$ cat config.mk
export PLATFORM = sky130hd
export DESIGN_NAME = hilo_muldiv_ctrl
export DESIGN_NICKNAME = d
export VERILOG_FILES = /design/src/rtl/hilo_muldiv_ctrl.sv
export SDC_FILE = /design/constraint.sdc
export NUM_CORES = 1
export LEC_CHECK = 0
export BUFFER_PORTS_ARGS = -buffer_cell sky130_fd_sc_hd__buf_2
export CELL_PAD_IN_SITES_DETAIL_PLACEMENT = 0
export CELL_PAD_IN_SITES_GLOBAL_PLACEMENT = 1
export CORE_ASPECT_RATIO = 0.7
export CORE_MARGIN = 2
export CORE_UTILIZATION = 49
export CTS_CLUSTER_SIZE = 28
export DETAILED_ROUTE_END_ITERATION = 8
export GPL_TIMING_DRIVEN = 0
export HOLD_SLACK_MARGIN = 0.06
export PLACE_DENSITY = 0.9
export SYNTH_ARGS = -nofsm -noshare
export SYNTH_HDL_FRONTEND = slang
export SYNTH_SLANG_ARGS = --single-unit
$ cat constraint.sdc
create_clock -name clk -period 6.5 [get_ports clk]
set_clock_uncertainty 0.15 [all_clocks]
set_input_delay 0.325 -clock clk [delete_from_list [all_inputs] [get_ports clk]]
set_output_delay 0.325 -clock clk [all_outputs]
set_load 0.01 [all_outputs]
$ cat src/rtl/hilo_muldiv_ctrl.sv
// -----------------------------------------------------------------------------
// hilo_muldiv_ctrl
//
// Owns the HI/LO register pair beside the EX-stage ALU and sequences an
// iterative shift-add multiplier and restoring divider for MULT, MULTU, DIV
// and DIVU. MTHI/MTLO are single-cycle writes. While a multi-cycle operation
// is in flight the pipeline is held with stall.
//
// Ports
//   clk        in   rising-edge clock
//   rst_n      in   asynchronous active-low reset
//   start      in   EX-stage instruction valid this cycle
//   alucontrol in   decoded ALU code (see hilo_muldiv_pkg)
//   a          in   rs operand: dividend / multiplicand / MT source
//   b          in   rt operand: divisor / multiplier
//   flush      in   cancel any in-flight operation, no HI/LO write
//   stall      out  freeze IF/ID/EX (combinational)
//   busy       out  engine not IDLE
//   done       out  one-cycle pulse in the FIX cycle
//   hi, lo     out  HI and LO registers
// -----------------------------------------------------------------------------

package hilo_muldiv_pkg;

  localparam logic [4:0] MULT_CONTROL  = 5'b11000;
  localparam logic [4:0] MULTU_CONTROL = 5'b11001;
  localparam logic [4:0] DIV_CONTROL   = 5'b11010;
  localparam logic [4:0] DIVU_CONTROL  = 5'b11011;
  localparam logic [4:0] MTHI_CONTROL  = 5'b11100;
  localparam logic [4:0] MTLO_CONTROL  = 5'b11101;

  typedef enum logic [1:0] {
    S_IDLE = 2'd0,
    S_RUN  = 2'd1,
    S_FIX  = 2'd2
  } state_t;

endpackage

module hilo_muldiv_ctrl
  import hilo_muldiv_pkg::*;
#(
  parameter int WIDTH = 32
) (
  input  logic             clk,
  input  logic             rst_n,
  input  logic             start,
  input  logic [4:0]       alucontrol,
  input  logic [WIDTH-1:0] a,
  input  logic [WIDTH-1:0] b,
  input  logic             flush,
  output logic             stall,
  output logic             busy,
  output logic             done,
  output logic [WIDTH-1:0] hi,
  output logic [WIDTH-1:0] lo
);

  localparam logic [5:0] LAST_COUNT = 6'(WIDTH - 1);

  // ---------------------------------------------------------------------------
  // State and datapath registers
  // ---------------------------------------------------------------------------
  state_t             r_state;
  state_t             w_next_state;
  logic [5:0]         r_count;
  // Shared accumulator: {high, multiplier} for multiply, {rem, quo} for divide.
  logic [2*WIDTH-1:0] r_acc;
  // Multiplicand for multiply, divisor for divide.
  logic [WIDTH-1:0]   r_opnd;
  logic               r_is_div;
  logic               r_neg_main;   // negate product / quotient at FIX
  logic               r_neg_rem;    // negate remainder at FIX
  logic [WIDTH-1:0]   r_hi;
  logic [WIDTH-1:0]   r_lo;

  // ---------------------------------------------------------------------------
  // Decode
  // ---------------------------------------------------------------------------
  logic w_is_mult, w_is_multu, w_is_div, w_is_divu;
  logic w_is_md, w_op_div, w_is_signed;
  logic w_idle, w_issue, w_accept, w_div_by_zero;
  logic w_mthi, w_mtlo;

  assign w_is_mult   = (alucontrol == MULT_CONTROL);
  assign w_is_multu  = (alucontrol == MULTU_CONTROL);
  assign w_is_div    = (alucontrol == DIV_CONTROL);
  assign w_is_divu   = (alucontrol == DIVU_CONTROL);
  assign w_is_md     = w_is_mult | w_is_multu | w_is_div | w_is_divu;
  assign w_op_div    = w_is_div | w_is_divu;
  assign w_is_signed = w_is_mult | w_is_div;

  assign w_idle        = (r_state == S_IDLE);
  assign w_issue       = w_idle & start & ~flush;
  assign w_accept      = w_issue & w_is_md;
  assign w_div_by_zero = w_op_div & (b == '0);
  assign w_mthi        = w_issue & (alucontrol == MTHI_CONTROL);
  assign w_mtlo        = w_issue & (alucontrol == MTLO_CONTROL);

  // Operand magnitudes. The magnitude of the most negative value is the same
  // bit pattern read as unsigned, which the unsigned datapath handles exactly.
  logic             w_a_neg, w_b_neg;
  logic [WIDTH-1:0] w_abs_a, w_abs_b;

  assign w_a_neg = w_is_signed & a[WIDTH-1];
  assign w_b_neg = w_is_signed & b[WIDTH-1];
  assign w_abs_a = w_a_neg ? (~a + 1'b1) : a;
  assign w_abs_b = w_b_neg ? (~b + 1'b1) : b;

  // ---------------------------------------------------------------------------
  // One iteration of the engine
  // ---------------------------------------------------------------------------
  logic [WIDTH:0]     w_mul_sum;
  logic [WIDTH:0]     w_div_diff;
  logic [2*WIDTH-1:0] w_acc_step;

  // Multiply: add the multiplicand into the high half when the multiplier
  // LSB is set, then shift {carry, acc} right by one.
  assign w_mul_sum = {1'b0, r_acc[2*WIDTH-1:WIDTH]}
                   + (r_acc[0] ? {1'b0, r_opnd} : '0);

  // Divide: the shifted remainder is rem[WIDTH-1:0] with the next quotient
  // bit appended, i.e. acc[2W-1:W-1]. Bit WIDTH of the difference is the
  // borrow: set means the trial subtraction went negative and rem is kept.
  assign w_div_diff = r_acc[2*WIDTH-1:WIDTH-1] - {1'b0, r_opnd};

  always_comb begin
    // NOTE: every signal written here gets a default first so no path leaves
    // it unassigned; otherwise synthesis infers a latch to hold the old value.
    w_acc_step = {w_mul_sum, r_acc[WIDTH-1:1]};
    if (r_is_div) begin
      if (w_div_diff[WIDTH]) begin
        w_acc_step = {r_acc[2*WIDTH-2:0], 1'b0};
      end else begin
        w_acc_step = {w_div_diff[WIDTH-1:0], r_acc[WIDTH-2:0], 1'b1};
      end
    end
  end

  // ---------------------------------------------------------------------------
  // Sign fixup applied in FIX
  // ---------------------------------------------------------------------------
  logic [2*WIDTH-1:0] w_prod;
  logic [WIDTH-1:0]   w_quo, w_rem;
  logic [WIDTH-1:0]   w_fix_hi, w_fix_lo;

  assign w_prod   = r_neg_main ? (~r_acc + 1'b1) : r_acc;
  assign w_quo    = r_neg_main ? (~r_acc[WIDTH-1:0] + 1'b1) : r_acc[WIDTH-1:0];
  assign w_rem    = r_neg_rem  ? (~r_acc[2*WIDTH-1:WIDTH] + 1'b1)
                               : r_acc[2*WIDTH-1:WIDTH];
  assign w_fix_hi = r_is_div ? w_rem : w_prod[2*WIDTH-1:WIDTH];
  assign w_fix_lo = r_is_div ? w_quo : w_prod[WIDTH-1:0];

  // ---------------------------------------------------------------------------
  // FSM
  // ---------------------------------------------------------------------------
  always_ff @(posedge clk or negedge rst_n) begin
    if (!rst_n) begin
      r_state <= S_IDLE;
    end else begin
      // NOTE: state is updated with non-blocking assignments so every flop
      // samples its inputs from before the edge, independent of block order.
      r_state <= w_next_state;
    end
  end

  always_comb begin
    w_next_state = r_state;
    unique case (r_state)
      S_IDLE: begin
        if (w_accept) begin
          // Divide by zero has a fixed result, so no iterations are needed.
          w_next_state = w_div_by_zero ? S_FIX : S_RUN;
        end
      end
      S_RUN: begin
        if (r_count == LAST_COUNT) begin
          w_next_state = S_FIX;
        end
      end
      S_FIX: begin
        w_next_state = S_IDLE;
      end
      default: begin
        w_next_state = S_IDLE;
      end
    endcase
    if (flush) begin
      w_next_state = S_IDLE;
    end
  end

  // ---------------------------------------------------------------------------
  // Datapath registers
  // ---------------------------------------------------------------------------
  always_ff @(posedge clk or negedge rst_n) begin
    if (!rst_n) begin
      r_count    <= '0;
      r_acc      <= '0;
      r_opnd     <= '0;
      r_is_div   <= 1'b0;
      r_neg_main <= 1'b0;
      r_neg_rem  <= 1'b0;
    end else if (flush) begin
      r_count <= '0;
    end else begin
      unique case (r_state)
        S_IDLE: begin
          if (w_accept) begin
            r_count  <= '0;
            r_is_div <= w_op_div;
            if (w_op_div && w_div_by_zero) begin
              // Preload the final answer: hi = a, lo = all ones, no fixup.
              r_acc      <= {a, {WIDTH{1'b1}}};
              r_opnd     <= '0;
              r_neg_main <= 1'b0;
              r_neg_rem  <= 1'b0;
            end else if (w_op_div) begin
              r_acc      <= {{WIDTH{1'b0}}, w_abs_a};
              r_opnd     <= w_abs_b;
              r_neg_main <= w_a_neg ^ w_b_neg;
              r_neg_rem  <= w_a_neg;
            end else begin
              r_acc      <= {{WIDTH{1'b0}}, w_abs_b};
              r_opnd     <= w_abs_a;
              r_neg_main <= w_a_neg ^ w_b_neg;
              r_neg_rem  <= 1'b0;
            end
          end
        end
        S_RUN: begin
          r_acc   <= w_acc_step;
          r_count <= r_count + 6'd1;
        end
        default: begin
        end
      endcase
    end
  end

  // ---------------------------------------------------------------------------
  // HI/LO registers: written only at the FIX edge or by MTHI/MTLO in IDLE
  // ---------------------------------------------------------------------------
  always_ff @(posedge clk or negedge rst_n) begin
    if (!rst_n) begin
      r_hi <= '0;
      r_lo <= '0;
    end else if ((r_state == S_FIX) && !flush) begin
      r_hi <= w_fix_hi;
      r_lo <= w_fix_lo;
    end else begin
      if (w_mthi) begin
        r_hi <= a;
      end
      if (w_mtlo) begin
        r_lo <= a;
      end
    end
  end

  // ---------------------------------------------------------------------------
  // Outputs
  // ---------------------------------------------------------------------------
  // Stall rises in the accept cycle itself so the instruction stays in EX.
  assign stall = w_accept | (~w_idle & ~flush);
  assign busy  = ~w_idle;
  assign done  = (r_state == S_FIX) & ~flush;
  assign hi    = r_hi;
  assign lo    = r_lo;

endmodule

==> out/results.env <==
OUTCOME='completed'
P_PER_AREA_mW_PER_MM2=319
SYNTHFLOPTYPE='dfrtp_1'
MAXIMUM_NUMBER_OF_PINS_ON_ONE_NET_BEFORE_GLOBAL_ROUTE_REPAIR=92
SYNTHESIS.AREA_PER_INSTANCE_SQ_UM=7.92
MAX_FREQ_GHz=0.206
PORTBUFFERS=130
CRITICAL_PATH.ENDPOINT_TYPE='register'
AREA_GROWTH_SYN_TO_LAYOUT_PCT=11.5
REPORT.FINAL.HOLD_VIOL_COUNT=0
SYN_NETS=2129
YS_ASYNC_SR_FRACTION=1.00
FINAL_WORST_PATH_PERIOD_SHARE=0.749
GRT_OVERFLOW_TOTAL=0
YOSYSSEQAREASHARE=0.272
FLOORPLAN.DIE_AREA_SQ_MM=0.0335
TOTAL_TRACK_USAGE=0.423
CTS_NUM_SINKS=171
FLOORPLAN.INITIALDENSITY=0.501
RSZ0062_AT_GRT='false'
SYNTH_EDF_COUNT=0
CP-STARTPOINT='r_acc[0]'
SETUP.WORST_PATH.START_CLASS='register'
YS_TYPES=87
ROUTE.DETAILED.DRC=0
SYNTH_WARNINGS=0
CRITPATHARRIVALTIME_NS=5.07
DESIGN.FINAL.NETS=2280
DRV_SLEW=0
CLK_PIN_SLEW_WORST_PATHS_NS=0.08
MAX-CAP-VIOLATIONS=0
POSTROUTEANTENNANETS=0
DRIVE_ABOVE_1_SHARE=0.122
FLOORPLAN.CORE_AREA_SQ_MM=0.0314
WHS_NS=0.120
AVGVIACOUNTPERCELL=6.65
REGTOREGSETUPSLACK_NS=1.63
DETAIL_ROUTE.WL_PER_CELL_UM=27.7
LAYOUT.CELLS.MOST_COMMON='nand2_1'
TERMINUS_OF_THE_CRITICAL_FLOP_TO_FLOP_PATH='r_acc[62]'
NUM_VIAS=17100
CTS-ROOT-BUF='clkbuf_16'
CTS.PATH.MAX_BUFFERS=2
CTS-HTREE-LEVELS=4
WIRELENGTH_UM=71300
WORST_HOLD_PATH.ENDPOINT='r_opnd[0]'
FINAL_PERIOD_MINUS_WORST_SETUP_SLACK_NS=4.87
TRITONCTS='done'
DR.FIRST_ITER.DRC_COUNT=2506
RR_STARTPOINT='r_acc[0]'
DIEWIDTH_UM=218
MAX_SLEW.WORST_PIN.SLEW_NS=1.18
DP_HPWL_UM=55800
FINALSETUPVIOLATIONS=0
HOLD-PATH-CELL-COUNT=3
TIMING.REG2REG.WORST_PATH_DEPTH=13
FIN_TNS_SETUP_NS=0
PLACEMENTROWS=54
DRT_PASS1_ITERATIONS=6
CRITPATHREQUIREDTIME_NS=6.70
CRITICAL_PATH_CLASS='register to register'
WORSTPATHMAXFANOUT=10
POSTSYNTHCELLCOUNT=1985
SLEW_HEADROOM=0.206
LAYOUT_COMMON_CELLS='nand2_1, dfrtp_1, a21oi_1, o21ai_0, nor2_1'
CTS-BUFFERS-INSERTED=17
WORSTSKEWPAIRLATENCY_NS=0.47
ANTENNA_FOUND_INITIAL=3
YS_FF_LATCH=171
GRT_FIRST_PASS_WIRELENGTH_UM=104000
RD_PLACE_CONGESTION=1.04
FLOORPLAN.DIE.HEIGHT_UM=154
FILLERS=3023
MAX-VDD-IR-DROP_mV=0.208
SYNTHESIS.AREA_SQ_MM=0.0157
BOUNDARYPINS=140
HOLD_PATH_CLASS='input pin to register'
GRT_PASS1_VIAS=15300
MIN-DELAY-START='b[0]'
P_LEAK_nW=7.64
## sequential cells by signal, indices dropped and copies added (netlist names)
name	count
r_neg_main	1
lo	32
r_neg_rem	1
r_state	2
r_is_div	1
r_acc	64
hi	32
r_count	6
r_opnd	32
## worst max-delay path, cell delays in order (launching register included)
cell	delay (ns)
dfrtp_1	0.48
inv_1	0.32
clkbuf_1	0.43
nor2_1	0.12
ha_1	0.38
a21oi_1	0.29
o211ai_1	0.17
a31o_2	0.25
o311ai_0	0.64
nand4_1	0.43
a311oi_1	0.52
mux2i_1	0.27
o311ai_1	0.12
o21bai_1	0.16
## layout make-up
cell class              count  area, sq um  share of cell area
clock inverters            12          134             0.00764
multi-input cells        1627        10700               0.609
well taps                 420          526              0.0300
repair buffers            132          698              0.0398
flip-flops and latches    171         4280               0.244
inverters                  55          206              0.0118
diodes                      3         7.51            0.000428
clock buffers              20          447              0.0255
plain buffers             132          548              0.0313
## worst max-delay path by stage
| stage | to | slack [ns] | cells past startpoint |
|---|---|---|---|
| floorplan | r_acc[62] | 3.11 | 13 |
| global placement | r_acc[62] | 1.78 | 13 |
| detailed placement | r_acc[62] | 1.80 | 13 |
| finish | r_acc[62] | 1.63 | 13 |
| global route | r_acc[62] | 1.50 | 13 |
| CTS | r_acc[62] | 1.73 | 13 |
## through the flow
stage / instances / power, W / cell area (sq um) / utilization / setup slack (ns)
after floorplan: 1985 / 0.00342 / 15700 / - / 3.11
after global routing: 2569 / 0.00588 / 17500 / 0.559 / 1.50
after CTS: 2569 / 0.00545 / 17500 / 0.559 / 1.73
final: 2572 / 0.00559 / 17500 / 0.559 / 1.63
after detailed placement: 2536 / 0.00439 / 16900 / 0.540 / 1.80
after global placement: 2535 / 0.00435 / 16900 / 0.539 / 1.78
## routing by layer
| metal | track usage | routed length, um | vias up |
|---|---|---|---|
| li1 | - | - | 7512 |
| met1 | 0.633 | 31300 | 8256 |
| met2 | 0.555 | 27000 | 1197 |
| met3 | 0.149 | 10900 | 126 |
| met4 | 0.134 | 2160 | 0 |
| met5 | 0 | 0 | - |
## Yosys cell counts, types with 23 or more instances
master,instances,area share
nand2_1,257,0.061
dfrtp_1,171,0.27
a21oi_1,167,0.053
o21ai_0,162,0.052
nor2_1,147,0.035
clkbuf_1,95,0.023
xor2_1,89,0.050
mux2i_1,87,0.055
xnor2_1,82,0.046
ha_1,69,0.055
inv_1,55,0.013
nand3_1,49,0.016
a21o_1,36,0.017
nor3_1,36,0.011
mux2_2,35,0.025
a31oi_1,34,0.014
a211oi_1,30,0.014
o31ai_1,26,0.012
nor2b_1,23,0.0092
## kinds of logic after synthesis
family,after synthesis,synth area share
and+or+nand+nor,654,0.202
AOI/OAI and AO/OA,609,0.245
buffers and inverters,187,0.0480
xor gates and xnor gates,171,0.0953
DFF,171,0.272
muxes,122,0.0805
adders and majority gates,71,0.0575
## timing repair
action                                  CTS  global route
endpoints found under the hold margin    80             0
gates resized for setup                   0             0
hold buffers                              1             0
endpoints found under the setup margin    0             0
buffers inserted                          0             0
## power breakdown
part	switching (W)	internal, W
clock network	0.000519	0.000552
registers	0.000349	0.00127
logic	0.00183	0.00107
total	0.00270	0.00289
Power figures use the tool's default switching activity.
